<file path="src/rtl/sump_command_receiver_pkg.sv">
// Shared SUMP protocol definitions: opcodes, long-command framing constants,
// receiver state encoding and the short-opcode strobe decoder.
// Also used by metadata_sender.
package sump_pkg;

    localparam logic [7:0] OP_RESET    = 8'h00;
    localparam logic [7:0] OP_ARM      = 8'h01;
    localparam logic [7:0] OP_ID       = 8'h02;
    localparam logic [7:0] OP_METADATA = 8'h04;
    localparam logic [7:0] OP_XON      = 8'h11;
    localparam logic [7:0] OP_XOFF     = 8'h13;

    // Number of argument bytes following a long (bit7 set) opcode.
    localparam int unsigned LONG_ARG_BYTES = 4;

    typedef enum logic [1:0] {
        IDLE = 2'd0,
        ARGS = 2'd1,
        EMIT = 2'd2
    } rx_state_t;

    // Request strobe bits {metadata, id, arm, reset} for a short opcode.
    function automatic logic [3:0] strobe_decode(input logic [7:0] opcode);
        logic [3:0] strb;
        strb = 4'b0000;
        case (opcode)
            OP_RESET:    strb = 4'b0001;
            OP_ARM:      strb = 4'b0010;
            OP_ID:       strb = 4'b0100;
            OP_METADATA: strb = 4'b1000;
            default:     strb = 4'b0000;
        endcase
        return strb;
    endfunction

endpackage

</file>
<file path="src/rtl/sump_command_receiver.sv">
// SUMP command receiver: frames the UART byte stream into short (1 byte) and
// long (opcode + 32-bit little-endian argument) commands, presents them on a
// valid/ready port and pulses request strobes for reset/arm/id/metadata.
// Optional macro CMD_TIMEOUT_EN: abandon a long command whose argument bytes
// stop arriving for TIMEOUT_CYCLES clocks and pulse timeout_err.
module sump_command_receiver
    import sump_pkg::*;
#(
    parameter int unsigned TIMEOUT_CYCLES = 1_000_000
) (
    input  logic        clock,
    input  logic        reset,
    input  logic [7:0]  rx_data,
    input  logic        rx_valid,
    output logic        rx_ready,
    output logic        cmd_valid,
    input  logic        cmd_ready,
    output logic [7:0]  cmd_opcode,
    output logic [31:0] cmd_data,
    output logic        cmd_long,
    output logic        sump_reset,
    output logic        arm_req,
    output logic        id_req,
    output logic        metadata_req,
    output logic        timeout_err
);

    rx_state_t   state_q, state_d;
    logic [1:0]  cnt_q, cnt_d;
    logic [7:0]  opcode_q, opcode_d;
    logic [31:0] data_q, data_d;
    logic        long_q, long_d;
    logic [3:0]  strobe_q, strobe_d;
    logic        byte_accept;

`ifdef CMD_TIMEOUT_EN
    localparam int unsigned TIMER_W = $clog2(TIMEOUT_CYCLES + 1);
    logic [TIMER_W-1:0] timer_q, timer_d;
    logic               timeout_err_q, timeout_err_d;
`endif

    // Back-pressure only while a framed command waits for its handshake.
    assign rx_ready    = (state_q != EMIT);
    assign cmd_valid   = (state_q == EMIT);
    assign byte_accept = rx_valid && rx_ready;

    assign cmd_opcode = opcode_q;
    assign cmd_data   = data_q;
    assign cmd_long   = long_q;
    assign {metadata_req, id_req, arm_req, sump_reset} = strobe_q;

    // Next-state: framing, argument assembly and handshake-driven strobes.
    always_comb begin
        state_d  = state_q;
        cnt_d    = cnt_q;
        opcode_d = opcode_q;
        data_d   = data_q;
        long_d   = long_q;
        strobe_d = 4'b0000;
`ifdef CMD_TIMEOUT_EN
        timer_d       = '0;
        timeout_err_d = 1'b0;
`endif
        case (state_q)
            IDLE: begin
                if (byte_accept) begin
                    opcode_d = rx_data;
                    data_d   = 32'h0;
                    long_d   = 1'b0;
                    cnt_d    = 2'd0;
                    state_d  = rx_data[7] ? ARGS : EMIT;
                end
            end
            ARGS: begin
                if (byte_accept) begin
                    data_d[8*cnt_q +: 8] = rx_data;
                    if (cnt_q == 2'(LONG_ARG_BYTES - 1)) begin
                        long_d  = 1'b1;
                        state_d = EMIT;
                    end else begin
                        cnt_d = cnt_q + 2'd1;
                    end
                end
`ifdef CMD_TIMEOUT_EN
                // An argument byte in the timeout cycle still wins.
                else if (timer_q == TIMER_W'(TIMEOUT_CYCLES - 1)) begin
                    state_d       = IDLE;
                    opcode_d      = 8'h00;
                    data_d        = 32'h0;
                    long_d        = 1'b0;
                    cnt_d         = 2'd0;
                    timeout_err_d = 1'b1;
                end else begin
                    timer_d = timer_q + 1'b1;
                end
`endif
            end
            EMIT: begin
                if (cmd_ready) begin
                    state_d = IDLE;
                    if (!long_q) begin
                        strobe_d = strobe_decode(opcode_q);
                    end
                end
            end
            default: state_d = IDLE;
        endcase
    end

    // State and output registers with synchronous reset.
    always_ff @(posedge clock) begin
        if (reset) begin
            state_q  <= IDLE;
            cnt_q    <= 2'd0;
            opcode_q <= 8'h00;
            data_q   <= 32'h0;
            long_q   <= 1'b0;
            strobe_q <= 4'b0000;
`ifdef CMD_TIMEOUT_EN
            timer_q       <= '0;
            timeout_err_q <= 1'b0;
`endif
        end else begin
            state_q  <= state_d;
            cnt_q    <= cnt_d;
            opcode_q <= opcode_d;
            data_q   <= data_d;
            long_q   <= long_d;
            strobe_q <= strobe_d;
`ifdef CMD_TIMEOUT_EN
            timer_q       <= timer_d;
            timeout_err_q <= timeout_err_d;
`endif
        end
    end

`ifdef CMD_TIMEOUT_EN
    assign timeout_err = timeout_err_q;
`else
    // Without the timer a long command waits indefinitely.
    logic unused_timeout_cfg;
    assign unused_timeout_cfg = ^TIMEOUT_CYCLES;
    assign timeout_err        = 1'b0;
`endif

endmodule

</file>
<file path="config.mk">
export PLATFORM = sky130hd
export DESIGN_NAME = sump_command_receiver
export DESIGN_NICKNAME = d
export VERILOG_FILES = /design/src/rtl/sump_command_receiver_pkg.sv /design/src/rtl/sump_command_receiver.sv
export SDC_FILE = /design/constraint.sdc
export NUM_CORES = 1
export LEC_CHECK = 0
export ABC_AREA = 1
export CAP_MARGIN = 40
export CORE_ASPECT_RATIO = 0.5
export CORE_MARGIN = 5
export CORE_UTILIZATION = 51
export DETAILED_ROUTE_END_ITERATION = 7
export HOLD_SLACK_MARGIN = 0.08
export PLACE_DENSITY_LB_ADDON = 0.1
export SYNTH_ARGS = -nofsm -noshare
export SYNTH_HDL_FRONTEND = slang
export SYNTH_SLANG_ARGS = --single-unit
</file>
<file path="constraint.sdc">
create_clock -name clock -period 3.3 [get_ports clock]
set_clock_uncertainty 0.2 [all_clocks]
set_input_delay 0.66 -clock clock [delete_from_list [all_inputs] [get_ports clock]]
set_output_delay 0.66 -clock clock [all_outputs]
set_load 0.02 [all_outputs]
</file>
==> summary.md, run 1 <==
| Metric | Value |
|---|---|
| Post-Syn Area | `2187 um^2` |
| FF-to-FF setup slack | `1.18 ns` |
| Top delay family on crit path | `buffers and inverters` |
| Cts bufs inserted | `5` |
| CP max-delay cell | `clkdlybuf4s50_1` |
| Core area | `4024 um^2` |
| Status | `finished, final reports clean` |
| FF+latch area | `980.9 um^2` |
| DR vias/cell | `5.052` |
| WS Path Type | `flip-flop to output pin` |
| # nets final | `384` |
| Number of fillers in the final layout | `340` |
| Share of the synthesized area in the top cell type | `0.4485` |
| CTS tree | `yes` |
| Max Fclk | `0.4053 GHz` |
| Unique masters post-synth | `27` |
| Clock sinks | `49` |
| Top-count cell post-synth | `nor2_1` |
| Reg2reg path depth | `8` |
| CP endpoint | `cmd_valid` |
| DRT Wirelength | `5411 um` |
| Cts hold-fix bufs | `0` |
| Worst-Skew Late Latency | `0.29 ns` |
| RSZ-0062 raised after global routing | `no` |
| Slowest Stage Delay on Critical Path | `0.65 ns` |
| CTS max path bufs | `2` |
| Post-Synthesis Net Count | `326` |
| Gr ovfl total | `0` |
| Post-CTS resize count | `0` |
| Worst path depth | `3` |
| Chip Width | `102.6 um` |
| Post-CTS Setup Inserts | `0` |
| Gp weighted congestion | `0.9123` |
| Ys async rst share | `0` |
| CP arrival | `1.61 ns` |
| Worst hold-check path type | `flip-flop to flip-flop` |
| CP Cell Sequence | `inv_2, nor2_1, clkdlybuf4s50_1` |
| Reg clk slew, reported paths | `0.08 ns` |
| Number of max-cap violations | `0` |
| Drt drc | `0` |
| Initial Util | `0.5435` |
| Core Util, Final | `0.7139` |
| Post-synthesis cell count | `308` |
| Area growth syn-to-layout | `31.35%` |
| Synth Warn # | `0` |
| DRT iter0 DRCs | `158` |
| Critical Path Sink Type | `output pin` |
| Synth area leader | `dfxtp_1` |
| Crit path launch type | `flip-flop` |
| Peak VDD IR | `0.2411 mV` |
| Largest net degree at the start of global routing | `21` |
| DRT Pass-1 Iters | `5` |
| Critical Path Source | `state_q[1]$_SDFFE_PP0P_` |
| Sum Neg Setup Slack | `0 ns` |
| ANT cells | `0` |
| Number of synthesized flops with an enable pin | `0` |
| Leak | `1.160 nW` |
| Slew Limit Fails | `0` |
| Fraction of the yosys area taken by sequential cells | `0.4485` |
| Area contributors post-synth | `dfxtp_1 45%, nor2_1 14%, o21ai_0 11%` |
| Crit path max fanout | `4` |
| CP Buf/Inv Count | `2` |
| R2r endpoint | `cmd_data[13]$_SDFFE_PP0P_` |
| GRT Total Usage | `0.1907` |
| Initial antenna violation count | `0` |
| Worst path required time | `2.44 ns` |
| Global-route wire length before repair | `8880 um` |
| H-tree depth | `2` |
| Layout cell share with drive strength beyond 1 | `0.05177` |
| Mapped Avg Cell Area | `7.101 um^2` |
| CTS root buf | `clkbuf_8` |
| Post-DRT Antenna Nets | `0` |
| Post-DP HPWL | `4195 um` |
| Setup violations, final | `0` |
| WL/cell | `12.85 um` |
| Routed via count | `2127` |
| Final min period | `2.467 ns` |
| Synth Register Bits | `49` |
| Ports | `60` |
| P per Cell Area | `484.6 nW/um^2` |
| Period Utilization, post-route | `0.7476` |
| DIE HEIGHT | `56.31 um` |
| Floorplan row count | `16` |
| Final-report hold violation count | `0` |
| Commonest cells post-synth | `84 x nor2_1, 49 x dfxtp_1, 46 x o21ai_0, 33 x inv_1, 33 x nand2_1` |
| Multi-input logic area | `1005 um^2` |
| Vias in the first global route | `1963` |
| R2R Path Start | `cnt_q[0]$_SDFFE_PP0P_` |
| DIE AREA | `5777 um^2` |
| Top_reg_cell synth | `dfxtp_1` |
| IO Port Bufs | `58` |
## flip-flops by register name, indices dropped and copies added (netlist names)
register	count
cmd_data	32
cmd_long	1
cmd_opcode	8
cnt_q	2
state_q	2
strobe_q	4
## worst min path at each step
stage                     slack [ns]  cells past startpoint                       from                         to
after global placement          0.25                      2   cmd_data[8]$_SDFFE_PP0P_   cmd_data[8]$_SDFFE_PP0P_
after CTS                       0.29                      2  cmd_data[18]$_SDFFE_PP0P_  cmd_data[18]$_SDFFE_PP0P_
final                           0.29                      2   cmd_data[8]$_SDFFE_PP0P_   cmd_data[8]$_SDFFE_PP0P_
after floorplan                 0.33                      2      cnt_q[1]$_SDFFE_PP0P_      cnt_q[1]$_SDFFE_PP0P_
after global routing            0.32                      2  cmd_data[11]$_SDFFE_PP0P_  cmd_data[11]$_SDFFE_PP0P_
after detailed placement        0.28                      2  cmd_data[11]$_SDFFE_PP0P_  cmd_data[11]$_SDFFE_PP0P_
## tightest hold or removal path: cells and delay by family (launching register included)
| family | cells | cell delay, ns |
|---|---|---|
| flops | 1 | 0.32 |
| compound gates | 1 | 0.06 |
| simple gates | 1 | 0.06 |
## area by class of cell
cell class / count / area share
Timing Repair Buffer: 60 / 0.2073
Sequential cell: 49 / 0.3415
Multi-Input combinational cell: 213 / 0.3497
Inverter: 37 / 0.05009
Tap cell: 54 / 0.02352
Clock buffer: 8 / 0.02787
## layer usage
| metal | vias to the layer above | GRT usage | share of wire |
|---|---|---|---|
| li1 | 1088 | - | - |
| met1 | 960 | 0.2589 | 0.47 |
| met2 | 77 | 0.2991 | 0.43 |
| met3 | 2 | 0.05810 | 0.096 |
| met4 | 0 | 0.03925 | 0.0026 |
| met5 | - | 0 | 0 |
## power by group
part	leakage, nW	internal, W	switching, W	total [W]
Clock	0.0395	0.000151	0.000184	0.000335
Sequential	0.402	0.000640	0.0000355	0.000676
Combinational	0.719	0.000151	0.000230	0.000381
Total	1.16	0.000943	0.000450	0.00139
## cell usage in the layout (no fill, tap or decap), drive strengths merged, types with 2 or more instances in the layout
| cell | n |
|---|---|
| nor3 | 2 |
| nand3 | 11 |
| a21oi | 18 |
| a211oi | 2 |
| nand2 | 35 |
| o21ai | 50 |
| inv | 36 |
| ha | 6 |
| clkdlybuf4s50 | 58 |
| nor2 | 85 |
| dfxtp | 49 |
| buf | 2 |
| clkbuf | 8 |
## kinds of logic after synthesis
family	share of synthesized area
compound gates	0.1745
fa+ha+maj	0.03432
buf+inv	0.09210
flops	0.4485
other cells	0.001715
simple gates	0.2489
## per-stage QoR
step | power (W) | instances | cell area [um^2] | setup slack [ns] | hold WS [ns]
5_1_grt | 0.001473 | 421 | 2873 | 0.7859 | 0.3172
2_1_floorplan | 0.0009253 | 308 | 2187 | 1.441 | 0.3287
4_1_cts | 0.001398 | 421 | 2873 | 0.8399 | 0.2896
3_3_place_gp | 0.001062 | 413 | 2793 | 0.9718 | 0.2533
3_5_place_dp | 0.001069 | 413 | 2793 | 0.9458 | 0.2763
6_report | 0.001392 | 421 | 2873 | 0.8329 | 0.2863
(Power assumes the default switching activity.)
==> inputs of run 2 (changes only) <==
CORE_UTILIZATION = 43   (was 51)
clock period = 2.1 ns   (was 3.3 ns; I/O delays follow)
==> run 2 against run 1 <==
Clock power up 140%. Count of clock-buffer cells in the layout down 3. Cell count rose by 5.5%. Worst setup slack worse by 0.68 ns. Via count rose by 1.4%. Highest routed layer unchanged. Global-route usage is 2.2 points lower. Hold slack got worse by 0.015 ns. Die area up 16%. Non-clock buffer count is 7 higher. Routed wire length up 1.7%. Final area grew 4.7%. First-iteration DRC count up 0.63%.
==> summary.md, run 2 (same netlist as run 1, synthesis figures left out) <==
| Metric | Value |
|---|---|
| Cts hold-fix bufs | `0` |
| Final-report hold violation count | `0` |
| Post-CTS resize count | `2` |
| Global-route wire length before repair | `9149 um` |
| CP Cell Sequence | `inv_2, nor2_1, inv_1, dlygate4sd2_1` |
| CP Buf/Inv Count | `3` |
| Layout cell share with drive strength beyond 1 | `0.07754` |
| Drt drc | `0` |
| Gr ovfl total | `0` |
| DRT Pass-1 Iters | `5` |
| CP max-delay cell | `dfxtp_1` |
| Vias in the first global route | `1945` |
| Floorplan row count | `18` |
| Cts bufs inserted | `5` |
| Post-CTS Setup Inserts | `0` |
| CP arrival | `1.33 ns` |
| WL/cell | `12.40 um` |
| Post-DP HPWL | `4205 um` |
| Period Utilization, post-route | `0.9286` |
| Total power | `0.002483 W` |
| DIE AREA | `6699 um^2` |
| CTS root buf | `clkbuf_8` |
| DRT Wirelength | `5505 um` |
| GRT Total Usage | `0.1689` |
| DRT iter0 DRCs | `159` |
| Slowest Stage Delay on Critical Path | `0.40 ns` |
| # nets final | `391` |
| Ports | `60` |
| Chip Width | `110.9 um` |
| Largest register FFs | `32` |
| Largest net degree at the start of global routing | `35` |
| Placed inst area | `2878 um^2` |
| CTS max path bufs | `2` |
| Worst slew pin tran | `0.4968 ns` |
| Final min period | `1.950 ns` |
| Worst-Skew Late Latency | `0.31 ns` |
| IO Port Bufs | `58` |
| Core Util, Final | `0.6101` |
| Fin area | `3009 um^2` |
| DR vias/cell | `4.858` |
| Worst hold-check path type | `flip-flop to flip-flop` |
| Initial antenna violation count | `0` |
| Top delay family on crit path | `buffers and inverters` |
| Max_slew headroom | `0.6676` |
| Leak | `1.229 nW` |
| Core area | `4932 um^2` |
| Critical Path Sink Type | `output pin` |
| Sum Neg Setup Slack | `0 ns` |
| Non-filler cells, final | `444` |
| CTS tree | `yes` |
| Crit path max fanout | `4` |
| DIE HEIGHT | `60.43 um` |
| Worst path required time | `1.48 ns` |
| Slew Limit Fails | `0` |
| RSZ-0062 raised after global routing | `no` |
| Max Fclk | `0.5128 GHz` |
| Setup violations, final | `0` |
| P per Cell Area | `825.1 nW/um^2` |
| Clock sinks | `49` |
| Initial Util | `0.4434` |
| Crit path launch type | `flip-flop` |
| Gp weighted congestion | `0.9046` |
| H-tree depth | `2` |
| WS Path Type | `flip-flop to output pin` |
| Peak VDD IR | `0.3678 mV` |
| Routed via count | `2157` |
| Number of fillers in the final layout | `436` |
| Reg clk slew, reported paths | `0.09 ns` |
| Most frequent cells in the layout | `84 x nor2_1, 56 x clkdlybuf4s50_1, 49 x dfxtp_1` |
| Status | `finished, final reports clean` |
| Placed insts | `436` |
| Area growth syn-to-layout | `37.59%` |
| Post-DRT Antenna Nets | `0` |
| ANT cells | `0` |
| Number of max-cap violations | `0` |
| Most common cell after layout, fill and taps aside | `nor2_1` |
-- run 2: path summary, 6_finish.rpt --
path         slack, ns                     start  cells past startpoint                   endpoint
max               0.15   state_q[1]$_SDFFE_PP0P_                      4                   rx_ready
min               0.27  cmd_data[8]$_SDFFE_PP0P_                      2   cmd_data[8]$_SDFFE_PP0P_
max reg2reg       0.25     cnt_q[1]$_SDFFE_PP0P_                      8  cmd_data[12]$_SDFFE_PP0P_
min reg2reg       0.27  cmd_data[8]$_SDFFE_PP0P_                      2   cmd_data[8]$_SDFFE_PP0P_
-- run 2: routing by layer --
| metal | part of all wire | global-route usage | wire, um | up-vias |
|---|---|---|---|---|
| met3 | 0.072 | 0.05478 | 396 | 6 |
| met5 | 0 | 0 | 0 | - |
| li1 | - | - | - | 1107 |
| met1 | 0.50 | 0.2234 | 2751 | 968 |
| met2 | 0.42 | 0.2767 | 2323 | 76 |
| met4 | 0.0060 | 0.03684 | 33 | 0 |
-- run 2: power by group --
part | internal [W] | leakage [nW] | switching [W]
logic | 0.000259 | 0.759 | 0.000377
clock network | 0.000473 | 0.0681 | 0.000317
registers | 0.00101 | 0.402 | 0.0000495
-- run 2: area by class of cell --
cell class | count | area [um^2] | area share
inverters | 37 | 143.9 | 0.04782
repair buffers | 67 | 658.1 | 0.2187
well taps | 70 | 87.58 | 0.02911
multi-input cells | 213 | 1005 | 0.3339
flip-flops and latches | 49 | 980.9 | 0.3260
clock buffers | 5 | 68.82 | 0.02287
clock inverters | 3 | 65.06 | 0.02162
-- run 2: worst min-delay path, delay by kind of cell (launching register included) --
family	cells	cell delay, ns
DFF	1	0.32
and+or+nand+nor	1	0.06
AOI/OAI and AO/OA	1	0.05
-- run 2: stage by stage --
| stage | setup WS (ns) | hold WS [ns] |
|---|---|---|
| after floorplan | 0.3724 | 0.2985 |
| after global placement | 0.1877 | 0.2588 |
| after detailed placement | 0.1488 | 0.2616 |
| after CTS | 0.1472 | 0.2749 |
| after global routing | 0.03919 | 0.2996 |
| final | 0.1500 | 0.2710 |
==> inputs of run 3 (changes only) <==
CORE_MARGIN = unset   (was 5)
PLACE_DENSITY = 0.76   (was unset)
PLACE_DENSITY_LB_ADDON = unset   (was 0.1)
==> run 3 against run 2 <==
Clock power decreased by 32%. Sequential cell count unchanged. Via count increased by 0.28%.
==> summary.md, run 3 (same netlist as run 1, synthesis figures left out) <==
| Metric | Value |
|---|---|
| Status | `finished, final reports clean` |
| Global-route wire length before repair | `8880 um` |
| P per Cell Area | `756.2 nW/um^2` |
| Placed inst area | `2845 um^2` |
| Period Utilization, post-route | `0.9361` |
| # nets final | `389` |
| Largest register FFs | `32` |
| WS Path Type | `flip-flop to output pin` |
| Final-report hold violation count | `0` |
| Core area | `4637 um^2` |
| Gp weighted congestion | `0.8583` |
| Worst-Skew Late Latency | `0.30 ns` |
| Routed wl met2 | `2390 um` |
| Critical Path Sink Type | `output pin` |
| DRT iter0 DRCs | `129` |
| Fin area | `2925 um^2` |
| CP arrival | `1.35 ns` |
| DRT Pass-1 Iters | `4` |
| Initial antenna violation count | `0` |
| H-tree depth | `2` |
| Cts hold-fix bufs | `0` |
| Largest net degree at the start of global routing | `20` |
| WL met1 | `2634 um` |
| Crit path max fanout | `4` |
| Most common cell after layout, fill and taps aside | `nor2_1` |
| Leak | `1.192 nW` |
| Sum Neg Setup Slack | `0 ns` |
| Top Layer Used | `met4` |
| ANT cells | `0` |
| Routed via count | `2163` |
| Met3 wire length | `326 um` |
| Setup violations, final | `0` |
| Ports | `60` |
| Reg clk slew, reported paths | `0.08 ns` |
| Area growth syn-to-layout | `33.75%` |
| Layout cell share with drive strength beyond 1 | `0.06989` |
| GRT Total Usage | `0.2201` |
| Top delay family on crit path | `buffers and inverters` |
| Worst hold-check path type | `flip-flop to flip-flop` |
| Hold_sp | `cmd_data[8]$_SDFFE_PP0P_` |
| CP Buf/Inv Count | `1` |
| Number of max-cap violations | `0` |
| CP max-delay cell | `clkdlybuf4s50_1` |
| R2R Path Start | `cnt_q[1]$_SDFFE_PP0P_` |
| Floorplan row count | `17` |
| DR vias/cell | `4.938` |
| Min-Delay Path Depth | `2` |
| Worst path required time | `1.48 ns` |
| Most frequent cells in the layout | `84 x nor2_1, 56 x clkdlybuf4s50_1, 49 x dfxtp_1` |
| CTS tree | `yes` |
| DRT Wirelength | `5444 um` |
| Max Fclk | `0.5087 GHz` |
| Reg2reg path depth | `8` |
| Cts bufs inserted | `5` |
| Post-DRT Antenna Nets | `0` |
| Post-DP HPWL | `4091 um` |
| Clock sinks | `49` |
| IO Port Bufs | `58` |
| Crit path launch type | `flip-flop` |
| Drt drc | `0` |
| DIE AREA | `5393 um^2` |
| Final min period | `1.966 ns` |
| Vias in the first global route | `1954` |
| Slew Limit Fails | `0` |
| DIE HEIGHT | `52.43 um` |
| CTS max path bufs | `2` |
| Critical Path Source | `cmd_opcode[3]$_SDFFE_PP0P_` |
| RSZ-0062 raised after global routing | `no` |
| Chip Width | `102.9 um` |
| Post-CTS Setup Inserts | `0` |
| Slowest Stage Delay on Critical Path | `0.63 ns` |
| Peak VDD IR | `0.3861 mV` |
| Initial Util | `0.4717` |
| CTS root buf | `clkbuf_8` |
| Worst path depth | `1` |
| Gr ovfl total | `0` |
| CP Cell Sequence | `clkdlybuf4s50_1` |
| WL/cell | `12.43 um` |
-- run 3: final timing paths --
| path | endpoint | slack (ns) |
|---|---|---|
| worst max-delay path | cmd_opcode[3] | 0.13 |
| worst min-delay path | cmd_data[8]$_SDFFE_PP0P_ | 0.28 |
| worst max register to register | cmd_data[11]$_SDFFE_PP0P_ | 0.20 |
| worst min register to register | cmd_data[8]$_SDFFE_PP0P_ | 0.28 |
-- run 3: through the flow --
step | util | setup WS (ns) | instances | hold WS, ns | total power [W]
2_1_floorplan | - | 0.3724 | 308 | 0.2985 | 0.001454
3_3_place_gp | 0.6136 | 0.1301 | 430 | 0.2616 | 0.001678
3_5_place_dp | 0.6136 | 0.03337 | 430 | 0.2704 | 0.001694
4_1_cts | 0.6309 | 0.1397 | 438 | 0.2829 | 0.002221
5_1_grt | 0.6309 | 0.01432 | 438 | 0.3055 | 0.002336
6_report | 0.6309 | 0.1342 | 438 | 0.2821 | 0.002212
-- run 3: power by group --
part | internal, W | switching [W]
combinational | 0.000246 | 0.000373
clock | 0.000231 | 0.000304
sequential | 0.00101 | 0.0000514
total | 0.00148 | 0.000729
-- run 3: final cells by class --
| cell class | count | area [um^2] |
|---|---|---|
| well taps | 66 | 82.58 |
| fillers | 441 | 1712 |
| flip-flops and latches | 49 | 980.9 |
| clock buffers | 6 | 72.57 |
| inverters | 37 | 143.9 |
| multi-input cells | 213 | 1005 |
| repair buffers | 65 | 630.6 |
| clock inverters | 2 | 10.01 |
-- run 3: routing by layer --
layer,up-vias,track usage
met5,-,0
met4,0,0.09155
met3,10,0.05333
met2,72,0.3422
met1,976,0.2938
li1,1105,-
-- run 3: timing repair --
action,CTS,global route
gates cloned,0,0
endpoints found under the setup margin,2,1
gates resized for setup,2,1
-- run 3: worst register-to-register path, delay by kind of cell (launching register included) --
| family | cells | cell delay, ns |
|---|---|---|
| AOI/OAI and AO/OA | 1 | 0.23 |
| buffers and inverters | 2 | 0.21 |
| DFF | 1 | 0.41 |
| adders and majority gates | 1 | 0.31 |
| and+or+nand+nor | 4 | 0.48 |
